File: src/rtl/iig_18x18_if.sv
// ---------------------------------------------------------------------------
// iig_18x18_if
// Pixel-in / integral-out bundle for the integral-image generator.
//   iStart  : one-cycle frame start (abort when a frame is in progress)
//   iValid  : iPixel is valid this cycle
//   iPixel  : unsigned PW-bit pixel
//   oWrreq  : oData is valid (write request to the integral-image buffer)
//   oData   : DW-bit integral value
//   oFull   : one-cycle pulse once a whole frame has been written
//   oBusy   : generator is inside a frame (RUN or DONE)
// master = pixel source / buffer side, slave = the generator.
// ---------------------------------------------------------------------------
interface iig_18x18_if #(
  parameter int PW = 8,
  parameter int DW = 21
) ();
  logic          iStart;
  logic          iValid;
  logic [PW-1:0] iPixel;
  logic          oWrreq;
  logic [DW-1:0] oData;
  logic          oFull;
  logic          oBusy;

  modport master (
    output iStart, iValid, iPixel,
    input  oWrreq, oData, oFull, oBusy
  );

  modport slave (
    input  iStart, iValid, iPixel,
    output oWrreq, oData, oFull, oBusy
  );
endinterface

File: src/rtl/iig_18x18.sv
// ---------------------------------------------------------------------------
// iig_18x18
// Integral-image generator. Takes a ROWS x COLS window of pixels in row-major
// order and emits ii(r,c) = sum of p(i,j) for i<=r, j<=c, one value per
// accepted pixel, one cycle after acceptance. After the last value of a frame
// it pulses oFull for one cycle.
// Ports:
//   iClk    : clock, rising edge
//   iReset  : asynchronous, active-high reset
//   bus     : iig_18x18_if.slave (iStart/iValid/iPixel in,
//             oWrreq/oData/oFull/oBusy out, all outputs registered)
// ---------------------------------------------------------------------------
module iig_18x18 #(
  parameter int COLS = 18,
  parameter int ROWS = 18,
  parameter int PW   = 8,
  parameter int DW   = 21
) (
  input  logic        iClk,
  input  logic        iReset,
  iig_18x18_if.slave  bus
);

  localparam int CW = (COLS > 1) ? $clog2(COLS) : 1;
  localparam int RW = (ROWS > 1) ? $clog2(ROWS) : 1;
  localparam logic [CW-1:0] C_LAST = CW'(COLS - 1);
  localparam logic [RW-1:0] R_LAST = RW'(ROWS - 1);

  // Integral values must hold the sum of a full frame of maximum pixels.
  if (DW < PW + $clog2(ROWS * COLS)) begin : g_dw_check
    $error("iig_18x18: DW too small for ROWS*COLS pixels of PW bits");
  end

  typedef enum logic [1:0] {
    ST_IDLE = 2'd0,
    ST_RUN  = 2'd1,
    ST_DONE = 2'd2
  } state_t;

  state_t        state_r;
  logic [RW-1:0] r_r;
  logic [CW-1:0] c_r;
  logic [DW-1:0] s_r;
  logic [DW-1:0] line_r [COLS];

  logic          wrreq_r;
  logic [DW-1:0] data_r;
  logic          full_r;
  logic          busy_r;

  logic          accept_s;
  logic [RW-1:0] base_r_s;
  logic [CW-1:0] base_c_s;
  logic [DW-1:0] row_sum_s;
  logic [DW-1:0] line_val_s;
  logic [DW-1:0] ii_s;
  logic          last_s;
  logic [RW-1:0] next_r_s;
  logic [CW-1:0] next_c_s;

  // Accept decision, coordinates of the pixel being accepted and its integral.
  always_comb begin
    accept_s   = 1'b0;
    base_r_s   = {RW{1'b0}};
    base_c_s   = {CW{1'b0}};
    row_sum_s  = {DW{1'b0}};
    line_val_s = {DW{1'b0}};
    ii_s       = {DW{1'b0}};
    last_s     = 1'b0;
    next_r_s   = {RW{1'b0}};
    next_c_s   = {CW{1'b0}};

    // Only RUN accepts; a pixel alongside iStart belongs to the new frame.
    if (state_r == ST_RUN && bus.iValid) begin
      accept_s = 1'b1;
    end else begin
      accept_s = 1'b0;
    end

    if (bus.iStart) begin
      base_r_s = {RW{1'b0}};
      base_c_s = {CW{1'b0}};
    end else begin
      base_r_s = r_r;
      base_c_s = c_r;
    end

    // Row sum restarts at column 0 instead of being cleared separately.
    if (base_c_s == {CW{1'b0}}) begin
      row_sum_s = DW'(bus.iPixel);
    end else begin
      row_sum_s = s_r + DW'(bus.iPixel);
    end

    // Row 0 masks whatever the line buffer holds from an earlier frame.
    if (base_r_s == {RW{1'b0}}) begin
      line_val_s = {DW{1'b0}};
    end else begin
      line_val_s = line_r[base_c_s];
    end

    ii_s   = line_val_s + row_sum_s;
    last_s = (base_r_s == R_LAST) && (base_c_s == C_LAST);

    if (base_c_s == C_LAST) begin
      next_c_s = {CW{1'b0}};
      if (last_s) begin
        next_r_s = {RW{1'b0}};
      end else begin
        next_r_s = base_r_s + RW'(1'b1);
      end
    end else begin
      next_c_s = base_c_s + CW'(1'b1);
      next_r_s = base_r_s;
    end
  end

  // Line buffer: column c keeps ii(r-1,c) until overwritten by ii(r,c).
  always_ff @(posedge iClk) begin
    if (accept_s) begin
      line_r[base_c_s] <= ii_s;
    end
  end

  // Frame FSM, coordinate/row-sum state and registered outputs.
  always_ff @(posedge iClk or posedge iReset) begin
    if (iReset) begin
      state_r <= ST_IDLE;
      r_r     <= {RW{1'b0}};
      c_r     <= {CW{1'b0}};
      s_r     <= {DW{1'b0}};
      wrreq_r <= 1'b0;
      data_r  <= {DW{1'b0}};
      full_r  <= 1'b0;
      busy_r  <= 1'b0;
    end else begin
      wrreq_r <= 1'b0;
      full_r  <= 1'b0;
      case (state_r)
        ST_IDLE: begin
          if (bus.iStart) begin
            state_r <= ST_RUN;
            r_r     <= {RW{1'b0}};
            c_r     <= {CW{1'b0}};
            s_r     <= {DW{1'b0}};
            busy_r  <= 1'b1;
          end else begin
            busy_r  <= 1'b0;
          end
        end

        ST_RUN: begin
          busy_r <= 1'b1;
          if (accept_s) begin
            wrreq_r <= 1'b1;
            data_r  <= ii_s;
            s_r     <= row_sum_s;
            r_r     <= next_r_s;
            c_r     <= next_c_s;
            if (last_s) begin
              state_r <= ST_DONE;
            end else begin
              state_r <= ST_RUN;
            end
          end else if (bus.iStart) begin
            // Abort without a pixel: restart the frame, no oFull.
            state_r <= ST_RUN;
            r_r     <= {RW{1'b0}};
            c_r     <= {CW{1'b0}};
            s_r     <= {DW{1'b0}};
          end else begin
            state_r <= ST_RUN;
          end
        end

        ST_DONE: begin
          full_r <= 1'b1;
          r_r    <= {RW{1'b0}};
          c_r    <= {CW{1'b0}};
          s_r    <= {DW{1'b0}};
          if (bus.iStart) begin
            state_r <= ST_RUN;
            busy_r  <= 1'b1;
          end else begin
            state_r <= ST_IDLE;
            busy_r  <= 1'b0;
          end
        end

        default: begin
          state_r <= ST_IDLE;
          busy_r  <= 1'b0;
        end
      endcase
    end
  end

  assign bus.oWrreq = wrreq_r;
  assign bus.oData  = data_r;
  assign bus.oFull  = full_r;
  assign bus.oBusy  = busy_r;

endmodule

File: src/flat_wrapper.sv
// flat-port wrapper written by rule: the top's interface ports become plain ports
module iig_18x18_flat 
#(
  parameter int COLS = 18,
  parameter int ROWS = 18,
  parameter int PW   = 8,
  parameter int DW   = 21
)
  (iClk, iReset, bus_iStart, bus_iValid, bus_iPixel, bus_oWrreq, bus_oData, bus_oFull, bus_oBusy);
  iig_18x18_if #(.PW(PW), .DW(DW)) bus_i ();
  input  logic iClk;
  input  logic iReset;
  input wire logic [$bits(bus_i.iStart)-1:0] bus_iStart;
  input wire logic [$bits(bus_i.iValid)-1:0] bus_iValid;
  input wire logic [$bits(bus_i.iPixel)-1:0] bus_iPixel;
  output wire logic [$bits(bus_i.oWrreq)-1:0] bus_oWrreq;
  output wire logic [$bits(bus_i.oData)-1:0] bus_oData;
  output wire logic [$bits(bus_i.oFull)-1:0] bus_oFull;
  output wire logic [$bits(bus_i.oBusy)-1:0] bus_oBusy;
  assign bus_i.iStart = bus_iStart;
  assign bus_i.iValid = bus_iValid;
  assign bus_i.iPixel = bus_iPixel;
  assign bus_oWrreq = bus_i.oWrreq;
  assign bus_oData = bus_i.oData;
  assign bus_oFull = bus_i.oFull;
  assign bus_oBusy = bus_i.oBusy;
  iig_18x18 #(.COLS(COLS), .ROWS(ROWS), .PW(PW), .DW(DW)) u_core (.iClk(iClk), .iReset(iReset), .bus(bus_i));
endmodule
File: config.mk
export PLATFORM = sky130hd
export DESIGN_NAME = iig_18x18_flat
export DESIGN_NICKNAME = d
export VERILOG_FILES = /design/src/rtl/iig_18x18_if.sv /design/src/rtl/iig_18x18.sv /design/src/flat_wrapper.sv
export SDC_FILE = /design/constraint.sdc
export NUM_CORES = 1
export LEC_CHECK = 0
export CORE_ASPECT_RATIO = 0.8
export CORE_UTILIZATION = 30
export DETAILED_ROUTE_END_ITERATION = 10
export GPL_TIMING_DRIVEN = 0
export PLACE_DENSITY = 0.51
export SYNTH_ARGS = -nofsm -noshare
export SYNTH_HDL_FRONTEND = slang
export SYNTH_SLANG_ARGS = --single-unit
File: constraint.sdc
create_clock -name iClk -period 13.71 [get_ports iClk]
set_clock_uncertainty 0.1 [all_clocks]
set_input_delay 2.742 -clock iClk [delete_from_list [all_inputs] [get_ports iClk]]
set_output_delay 2.742 -clock iClk [all_outputs]
set_load 0.005 [all_outputs]
Word-level counts from Yosys, hierarchy flattened
Memories as Yosys holds them, arrays and structs flattened.
Index checks and enable logic that the tools add are counted.
{"block": "word_totals", "ff_bits": 57, "wordCells": 52, "output_inout_bits": 24, "ramBits": 378, "mem_count": 1}
{"name": "u_core.line_r", "depth": 18, "width": 21, "rd": 1, "rd_ports_with_merged_regs": 0, "write_ports": 1, "line_no": "iig_18x18.sv:44", "source": "logic [DW-1:0] line_r [COLS];"}
{"block": "op_classes", "n_reduce_logical": 8, "add_sub_neg": 4, "n_eq_ne": 5, "n_mux": 26}
{"cell": "2-to-1 mux 21 bit", "count": 4}
{"cell": "one-hot mux 21 bit (3 select lines)", "count": 1}
{"cell": "2-to-1 mux 5 bit", "count": 7}
{"cell": "one-hot mux 5 bit (3 select lines)", "count": 2}
{"cell": "adder 21 bit", "count": 1}
{"cell": "adder 21 x 8 -> 21 bit", "count": 1}
{"cell": "adder 5 x 1 -> 5 bit (second input constant)", "count": 2}
{"cell": "equality test 5 bit (second input constant)", "count": 2}
{"cell": "logical NOT 5 bit", "count": 2}
{"cell": "2-to-1 mux 1 bit", "count": 7}
{"cell": "2-to-1 mux 2 bit", "count": 3}
{"cell": "one-hot mux 2 bit (3 select lines)", "count": 1}
{"cell": "nonzero test 3 bit", "count": 1}
{"cell": "equality test 2 x 1 -> 1 bit (second input constant)", "count": 1}
{"cell": "equality test 2 bit (second input constant)", "count": 1}
{"cell": "logical AND 1 bit", "count": 2}
{"cell": "logical NOT 2 bit", "count": 1}
{"cell": "!= test 2 bit (second input constant)", "count": 1}
{"cell": "one-hot mux 1 bit (2 select lines)", "count": 1}
{"cell": "AND reduction 2 bit", "count": 1}
{"cell": "OR reduction 2 bit", "count": 1}

Logic depth before layout (Yosys ltp)
Gate-level depths: netlist (run 1).
{"block": "logic_depth", "word_depth": 7, "depth_mapped": 21, "depth_no_buf": 17}

Worst setup path before layout (run 1)
No wires, ideal clock.
{"block": "synth_timing", "path_type": "input -> register", "start": "input bus_iStart", "end": "register u_core.data_r[18], in the netlist u_core.bus.oData[18]", "path_slack_ns": 6.559, "path_buffers": 3, "t_arrival_ns": 6.982, "cell_stages": 18, "path_cell_list": "buf_6 > nand2b_1 > buf_2 > inv_2 > buf_4 > mux4_2 > mux4_2 > nor2_1 > a211oi_1 > ha_1 > fa_1 > a211oi_1 > o21bai_1 > a21oi_1 > o211ai_1 > a41oi_1 > xnor2_1 > mux2_2"}
{"block": "synth_via", "elab_chain_len": 4, "elab_cells_between_ends": 8, "classes_between": "add/sub (1); mux (4); reduce/logical (2); memory (1)"}
{"element": "from (decl)", "line_no": "flat_wrapper.sv:13", "source": "input wire logic [$bits(bus_i.iStart)-1:0] bus_iStart;"}
{"element": "2-to-1 mux 5 bit"}
{"element": "memory read (18 x 21 bit) (tied with other cells)"}
{"element": "2-to-1 mux 21 bit, on equally long branches", "line_no": "iig_18x18.sv:96, iig_18x18.sv:89"}
{"element": "adder 21 bit *", "line_no": "iig_18x18.sv:102", "source": "ii_s = line_val_s + row_sum_s;"}
{"element": "named net u_core.ii_s[18]", "line_no": "iig_18x18.sv:56", "source": "logic [DW-1:0] ii_s;"}
{"element": "to (signal assigned)", "line_no": "iig_18x18.sv:133", "source": "data_r <= {DW{1'b0}};"}
{"element": "to (signal assigned)", "line_no": "iig_18x18.sv:156", "source": "data_r <= ii_s;"}
{"element": "to (decl)", "line_no": "iig_18x18.sv:47", "source": "logic [DW-1:0] data_r;"}
The timed path passes the listed nets; every way through them passes the cells marked *.
A chain may end at the register's enable or synchronous reset.

Worst setup path in the final report (run 1)
{"block": "layout_timing", "start": "input bus_iStart", "end": "register u_core.data_r[20], in the netlist u_core.bus.oData[20]"}
The elaborated chain is that of the path after synthesis.

==> impl_metrics.json, run 1 <==
{
  "seq_area_mm2": 0.01278,
  "coreArea_mm2": 0.06418,
  "power_w": 0.003617,
  "status": "finished, final reports clean",
  "yosysWarnings": 0,
  "ys_seq_elements": 435,
  "slew-limit-headroom": 0.3151,
  "synth_largest_area_cell": "edfxtp_1",
  "grt_pass1_wl_um": 84070,
  "r2r_start": "u_core.c_r[0]$_DFFE_PP0P_",
  "routed_via_density": 5.313,
  "die_x_um": 286.9,
  "drtIter0Drc": 1330,
  "wl_per_cell_um": 23.64,
  "crit_path_cell_trace": "buf_6 > clkbuf_1 > clkbuf_1 > buf_1 > nor2b_1 > inv_1 > ha_1 > o21a_1 > buf_1 > a211oi_1 > ha_1 > fa_1 > a211oi_1 > o21bai_1 > a21oi_1 > o211ai_1 > a31oi_1 > xnor2_2 > mux2_2",
  "worstPathMaxFanout": 19,
  "die_h_um": 229.9,
  "area_delta_synth_final_pct": 16.89,
  "cts_max_path_buffers": 3,
  "p_per_area_mw_per_mm2": 158.8,
  "antenna_found_initial": 1,
  "firstDrtPassIters": 5,
  "yosysUniqueCellTypes": 67,
  "finalMaxSlewViolations": 0,
  "cts_made_buffers": 44,
  "cts_resized": 0,
  "rsz0062_at_grt": "false",
  "dpl.hpwl_um": 38210,
  "drtAntennaViolNets": 0,
  "nets": 1601,
  "die-area_mm2": 0.06597,
  "timing.final.crit_share": 0.6496,
  "syn_area_per_cell_um2": 13.40,
  "portBuffers": 33,
  "clk_pin_slew_ns": 0.06,
  "vias": 12920,
  "grt_use_total": 0.1728,
  "layout-drive-gt1-share": 0.1195,
  "r2r_end": "u_core.line_r[13][19]$_DFFE_PP_",
  "worst_slew_pin_slew_ns": 1.022,
  "n_antenna_cell": 0,
  "place_ws_ns": 4.310,
  "tns_ns": 0,
  "r2r_cells": 16,
  "synth_nets": 1508,
  "cts_tree": "done",
  "core.rowCount": 83,
  "worst-path-buf-inv": 6,
  "min_path_cells": 2,
  "synth-async-reset-ratio": 0.1310,
  "io_pins": 36,
  "syn_inst": 1454,
  "cpPeakStageDelay_ns": 0.71,
  "hold_ws_ns": 0.3727,
  "clock_sinks": 435,
  "r2r_setup_slack_ns": 7.03,
  "synth_edf_count": 378,
  "fin_ws_ns": 4.804,
  "endpoint_kind": "flip-flop",
  "finalHoldViolations": 0,
  "holdPathEnd": "u_core.bus.oData[4]$_DFFE_PP0P_",
  "fmaxAchievable_ghz": 0.1123,
  "worstHoldStart": "u_core.bus.oData[4]$_DFFE_PP0P_",
  "grt_max_degree": 58,
  "cts_htree_levels": 2,
  "drc_errors": 0,
  "start_util": 0.3036,
  "critical-path-top-delay-family": "buffers and inverters",
  "gp_congestion": 0.8495,
  "setup_viol": 0,
  "min_period_ns": 8.906,
  "ir_drop_mv": 0.09473,
  "crit_required_ns": 14.05,
  "cap_violations": 0,
  "ys_seq_area_frac": 0.6558,
  "dominantRegCellSynth": "edfxtp_1",
  "worst_path_max_delay_cell": "clkbuf_1",
  "critPathLaunchType": "input port",
  "post-cts-setup-buffer-count": 0,
  "nFillCells": 6209,
  "crit_type": "in2reg",
  "multi_input_area_mm2": 0.006469,
  "synth_top_area_frac": 0.5826,
  "netlist_area_mm2": 0.01948,
  "clkLatencyLatePin_ns": 0.57,
  "grt_overflow_total": 0,
  "finalWirelength_um": 57500,
  "cts_hold_buf": 0,
  "p_leak_nw": 7.913,
  "root_buffer": "clkbuf_16",
  "final_util": 0.3548,
  "hp-class": "reg2reg",
  "grt_pass1_vias": 12280,
  "synthTopCellsByArea": "edfxtp_1, dfrtp_1, mux4_2",
  "crit_arrival_ns": 9.24
}
## metrics by stage
step,cell area [um^2],std cells
after CTS,22760,2432
after floorplan,19480,1454
after detailed placement,21340,2351
after global placement,20880,2337
final,22770,2432
after global routing,22770,2432
## where the power goes
part,total (W),switching [W],internal [W]
logic,0.000838,0.000550,0.000288
clock network,0.00121,0.000515,0.000692
registers,0.00157,0.0000387,0.00153
total,0.00362,0.00110,0.00251
## sequential cells by signal, indices dropped and copies added (netlist names)
name               flops
u_core.bus.oData      21
u_core.c_r             5
u_core.bus.oWrreq      1
u_core.state_r         2
u_core.line_r        378
u_core.s_r            21
u_core.bus.oFull       1
u_core.r_r             5
u_core.bus.oBusy       1
## placed cells by master (no fill, tap or decap), types with 11 or more instances in the layout
| cell | synthesis | final |
|---|---|---|
| a211oi_1 | 42 | 42 |
| a21o_1 | 18 | 18 |
| a21oi_1 | 77 | 77 |
| a221oi_1 | 15 | 15 |
| a31oi_1 | 29 | 29 |
| buf_2 | 21 | 21 |
| buf_8 | 0 | 11 |
| clkbuf_1 | 51 | 63 |
| clkbuf_16 | 0 | 45 |
| clkdlybuf4s50_1 | 0 | 33 |
| dfrtp_1 | 57 | 57 |
| edfxtp_1 | 378 | 378 |
| ha_1 | 40 | 40 |
| inv_1 | 24 | 23 |
| mux2_2 | 12 | 12 |
| mux2i_1 | 53 | 53 |
| mux4_2 | 32 | 32 |
| nand2_1 | 184 | 184 |
| nand3_1 | 34 | 34 |
| nor2_1 | 84 | 67 |
| nor2_4 | 0 | 14 |
| nor2b_1 | 37 | 37 |
| nor3_1 | 16 | 16 |
| o21ai_0 | 54 | 54 |
| o22ai_1 | 13 | 13 |
| o31ai_1 | 11 | 11 |
| xnor2_2 | 0 | 12 |
| xor2_1 | 16 | 11 |
## cells by family (layout without fill, tap and decap cells)
kind of cell | Yosys count | count (layout) | share of synthesized area
AOI/OAI and AO/OA | 333 | 333 | 0.1134
xor gates and xnor gates | 33 | 33 | 0.01483
adders and majority gates | 42 | 42 | 0.02774
buffers and inverters | 113 | 241 | 0.02466
DFF | 435 | 435 | 0.6558
muxes | 97 | 97 | 0.07116
and+or+nand+nor | 401 | 401 | 0.09235
## how the worst max path moves through the flow
stage | from | to | slack, ns | depth (start not counted)
final | bus_iStart | u_core.bus.oData[20]$_DFFE_PP0P_ | 4.80 | 19
after CTS | bus_iStart | u_core.bus.oData[20]$_DFFE_PP0P_ | 4.87 | 19
after detailed placement | bus_iStart | u_core.bus.oData[20]$_DFFE_PP0P_ | 4.31 | 19
after global placement | bus_iStart | u_core.line_r[8][12]$_DFFE_PP_ | 3.89 | 17
after global routing | bus_iStart | u_core.bus.oData[20]$_DFFE_PP0P_ | 4.66 | 19
after floorplan | bus_iStart | u_core.bus.oData[18]$_DFFE_PP0P_ | 6.56 | 18
## Yosys cell counts (all sizes together) (11+ instances only)
library cell  count
o31ai            11
xor2             16
buf              37
clkbuf           51
a31oi            29
xnor2            17
edfxtp          378
ha               40
mux2             12
a211oi           42
nand2           184
nor2b            37
nand3            34
inv              25
dfrtp            57
o22ai            13
o21ai            54
a21o             18
nor2             84
nor3             16
mux2i            53
mux4             32
a221oi           15
a21oi            77
## final cells by class
cell class              instances  share of cell area
inverters                      25            0.004231
clock buffers                  59             0.05263
repair buffers                 47             0.02467
multi-input cells             906              0.2841
clock inverters                22            0.009670
well taps                     850             0.04670
flip-flops and latches        435              0.5611
plain buffers                  88             0.01698
## per-layer routing
metal / GRT usage / part of all wire / vias up / wire length [um]
met2: 0.2447 / 0.41 / 523 / 23840
met3: 0.03383 / 0.084 / 69 / 4806
li1: - / - / 5747 / -
met5: 0 / 0 / - / 0
met4: 0.03191 / 0.015 / 0 / 873
met1: 0.2711 / 0.49 / 6583 / 27980
## worst register-to-register path: cells and delay by family, from the launching register on
| kind | cells | cell delay [ns] |
|---|---|---|
| AOI/OAI and AO/OA | 4 | 1.27 |
| xor gates and xnor gates | 1 | 0.81 |
| adders and majority gates | 2 | 0.72 |
| buffers and inverters | 5 | 2.34 |
| DFF | 1 | 0.42 |
| and+or+nand+nor | 4 | 0.69 |
Note: power is estimated with default switching activity, not from simulation.
==> run 2: changes to the inputs <==
--- a/config.mk
+++ b/config.mk
@@ -9,7 +9,7 @@
 export CORE_UTILIZATION = 30
 export DETAILED_ROUTE_END_ITERATION = 10
 export GPL_TIMING_DRIVEN = 0
-export PLACE_DENSITY = 0.51
+export PLACE_DENSITY = 0.53
 export SYNTH_ARGS = -nofsm -noshare
 export SYNTH_HDL_FRONTEND = slang
 export SYNTH_SLANG_ARGS = --single-unit
==> constraint.sdc (replaced) <==
create_clock -name iClk -period 7.3 [get_ports iClk]
set_clock_uncertainty 0.1 [all_clocks]
set_input_delay 1.46 -clock iClk [delete_from_list [all_inputs] [get_ports iClk]]
set_output_delay 1.46 -clock iClk [all_outputs]
set_load 0.005 [all_outputs]
==> run 2 against run 1 <==
Register-to-register slack got worse by 6.1 ns. Die area did not move. Clock power rose by 74%. Sequential cell count stayed put. Core utilization down 0.057 points. First-iteration DRC count shrank 3.6%. Sequential power is 89% higher.
==> impl_metrics.json, run 2 (synthesized netlist as in run 1, its figures left out) <==
{
  "status": "finished, final reports clean",
  "place_area_mm2": 0.02138,
  "p_sw_frac": 0.3111,
  "fmaxAchievable_ghz": 0.1434,
  "finalMaxSlewViolations": 0,
  "endpoint_kind": "flip-flop",
  "rsz0062_at_grt": "false",
  "nets": 1603,
  "r2r_cells": 17,
  "vias": 12830,
  "clkLatencyLatePin_ns": 0.57,
  "post-cts-setup-buffer-count": 0,
  "coreArea_mm2": 0.06418,
  "wl_per_cell_um": 23.27,
  "final_util": 0.3543,
  "min_path_cells": 2,
  "die_h_um": 229.9,
  "cts_max_path_buffers": 3,
  "grt_max_degree": 40,
  "setup_viol": 0,
  "cts_htree_levels": 2,
  "cts_tree": "done",
  "io_pins": 36,
  "crit_arrival_ns": 6.89,
  "route.met3.wl_um": 5406,
  "finalHoldViolations": 0,
  "routed_via_density": 5.266,
  "tns_ns": 0,
  "antenna_found_initial": 1,
  "top_register": "u_core.line_r",
  "design_area_mm2": 0.02274,
  "ir_drop_mv": 0.1848,
  "worstHoldStart": "u_core.bus.oData[10]$_DFFE_PP0P_",
  "switchingPower_w": 0.002065,
  "r2r_end": "u_core.line_r[17][17]$_DFFE_PP_",
  "cts_made_buffers": 43,
  "worst_slew_pin_slew_ns": 1.074,
  "core.rowCount": 83,
  "p_per_area_mw_per_mm2": 291.9,
  "clk_pin_slew_ns": 0.06,
  "slew-limit-headroom": 0.2806,
  "drtIter0Drc": 1282,
  "dpl.hpwl_um": 38490,
  "critPathLaunchType": "input port",
  "area_delta_synth_final_pct": 16.70,
  "r2r_start": "u_core.c_r[0]$_DFFE_PP0P_",
  "finalWirelength_um": 56720,
  "r2r_setup_slack_ns": 0.93,
  "firstDrtPassIters": 4,
  "drtAntennaViolNets": 0,
  "clock_sinks": 435,
  "grt_pass1_vias": 12420,
  "worstPathMaxFanout": 18,
  "final_cell_count_no_fill": 2437,
  "met2_length_um": 24040,
  "met1_length_um": 26270,
  "layout-drive-gt1-share": 0.1218,
  "portBuffers": 33,
  "top_layer": "met4",
  "grt_use_total": 0.1719,
  "layout_common_cells": "edfxtp_1, nand2_1, a21oi_1",
  "holdPathEnd": "u_core.bus.oData[10]$_DFFE_PP0P_",
  "die-area_mm2": 0.06597,
  "cap_violations": 0,
  "power_frac_comb": 0.236,
  "gp_congestion": 0.8504,
  "dpl.cell_count": 2354,
  "start_util": 0.3036,
  "timing.final.crit_share": 0.9553,
  "cp-startpoint": "bus_iStart",
  "cpPeakStageDelay_ns": 0.69,
  "worst_path_max_delay_cell": "nand3_1",
  "worst-path-buf-inv": 6,
  "critical-path-top-delay-family": "buffers and inverters",
  "min_period_ns": 6.974,
  "p_int_w": 0.004572,
  "crit_required_ns": 7.22,
  "root_buffer": "clkbuf_16",
  "p_clk_frac": 0.318,
  "cts_hold_buf": 0,
  "grt_pass1_wl_um": 83790,
  "grt_overflow_total": 0,
  "crit_type": "in2reg",
  "crit_path_cell_trace": "buf_6 > nand2b_1 > buf_2 > clkbuf_1 > clkbuf_2 > ha_1 > o21a_1 > clkbuf_1 > buf_1 > o21ai_0 > ha_1 > a21o_1 > a21o_1 > a21oi_1 > or3_1 > a21oi_1 > o21ai_0 > nand3_1",
  "drc_errors": 0,
  "die_x_um": 286.9,
  "power_w": 0.006638,
  "hp-class": "reg2reg",
  "largest_register_ffs": 378,
  "final_common_cell": "edfxtp_1",
  "p_leak_nw": 7.901,
  "pwr-share-seq": 0.446
}
[run 2: cell count changes in the layout (fill, tap and decap cells not counted), moves of 2 or more]
cell	delta
clkbuf_16	-2
buf_6	+2
nor2_2	+2
buf_16	+3
clkbuf_2	+3
buf_8	-3
nor2_4	-2
bufinv_16	-3
diode_2	+3
[run 2: layout make-up]
cell class | instances | area [um^2]
clock buffer | 60 | 1154
inverter | 25 | 93.84
fill | 6197 | 41440
antenna | 3 | 7.507
multi-input combinational | 906 | 6462
sequential | 435 | 12780
clock inverter | 20 | 158.9
timing repair buffer | 50 | 629.4
tap | 850 | 1064
buffer | 88 | 390.4
[run 2: layer usage]
metal / vias to the layer above / track usage
met3: 74 / 0.04673
li1: 5746 / -
met2: 518 / 0.2483
met1: 6496 / 0.2548
met5: - / 0
met4: 0 / 0.03757
[run 2: power by group through the flow]
stage | Combinational, W | Clock, W | Sequential [W]
floorplan | 0.000940 | 0 | 0.00299
global placement | 0.00147 | 0 | 0.00302
detailed placement | 0.00154 | 0 | 0.00301
CTS | 0.00155 | 0.00215 | 0.00296
global route | 0.00170 | 0.00225 | 0.00297
finish | 0.00157 | 0.00211 | 0.00296
[run 2: worst max path at each step]
| stage | endpoint | slack, ns | cells past startpoint |
|---|---|---|---|
| after floorplan | u_core.bus.oData[18]$_DFFE_PP0P_ | 1.43 | 18 |
| after global placement | u_core.line_r[12][12]$_DFFE_PP_ | -0.97 | 17 |
| after detailed placement | u_core.bus.oData[10]$_DFFE_PP0P_ | -0.79 | 19 |
| after CTS | u_core.bus.oData[9]$_DFFE_PP0P_ | 0.13 | 18 |
| after global routing | u_core.line_r[16][17]$_DFFE_PP_ | 0.08 | 18 |
| final | u_core.line_r[17][17]$_DFFE_PP_ | 0.33 | 18 |
[run 2: metrics by stage]
step                      hold WS (ns)  setup WS [ns]
after floorplan                 0.3565          1.431
after global placement          0.3710        -0.9683
after detailed placement        0.3767        -0.7876
after CTS                       0.3963         0.1282
after global routing            0.4119        0.07985
final                           0.3886         0.3263
[run 2: timing repair]
action,in CTS,in global routing
setup endpoints to repair,37,110
gates cloned,0,0
gates resized for setup,2,8
[run 2: worst register-to-register path, cell delays in order, from the launching register on]
cell,delay [ns]
dfrtp_1,0.42
nand2b_1,0.09
buf_2,0.22
clkbuf_1,0.53
clkbuf_2,0.42
ha_1,0.26
o21a_1,0.39
clkbuf_1,0.50
buf_1,0.44
o21ai_0,0.29
ha_1,0.31
a21o_1,0.19
a21o_1,0.17
a21oi_1,0.31
or3_1,0.22
a21oi_1,0.11
o21ai_0,0.15
nand3_1,0.69
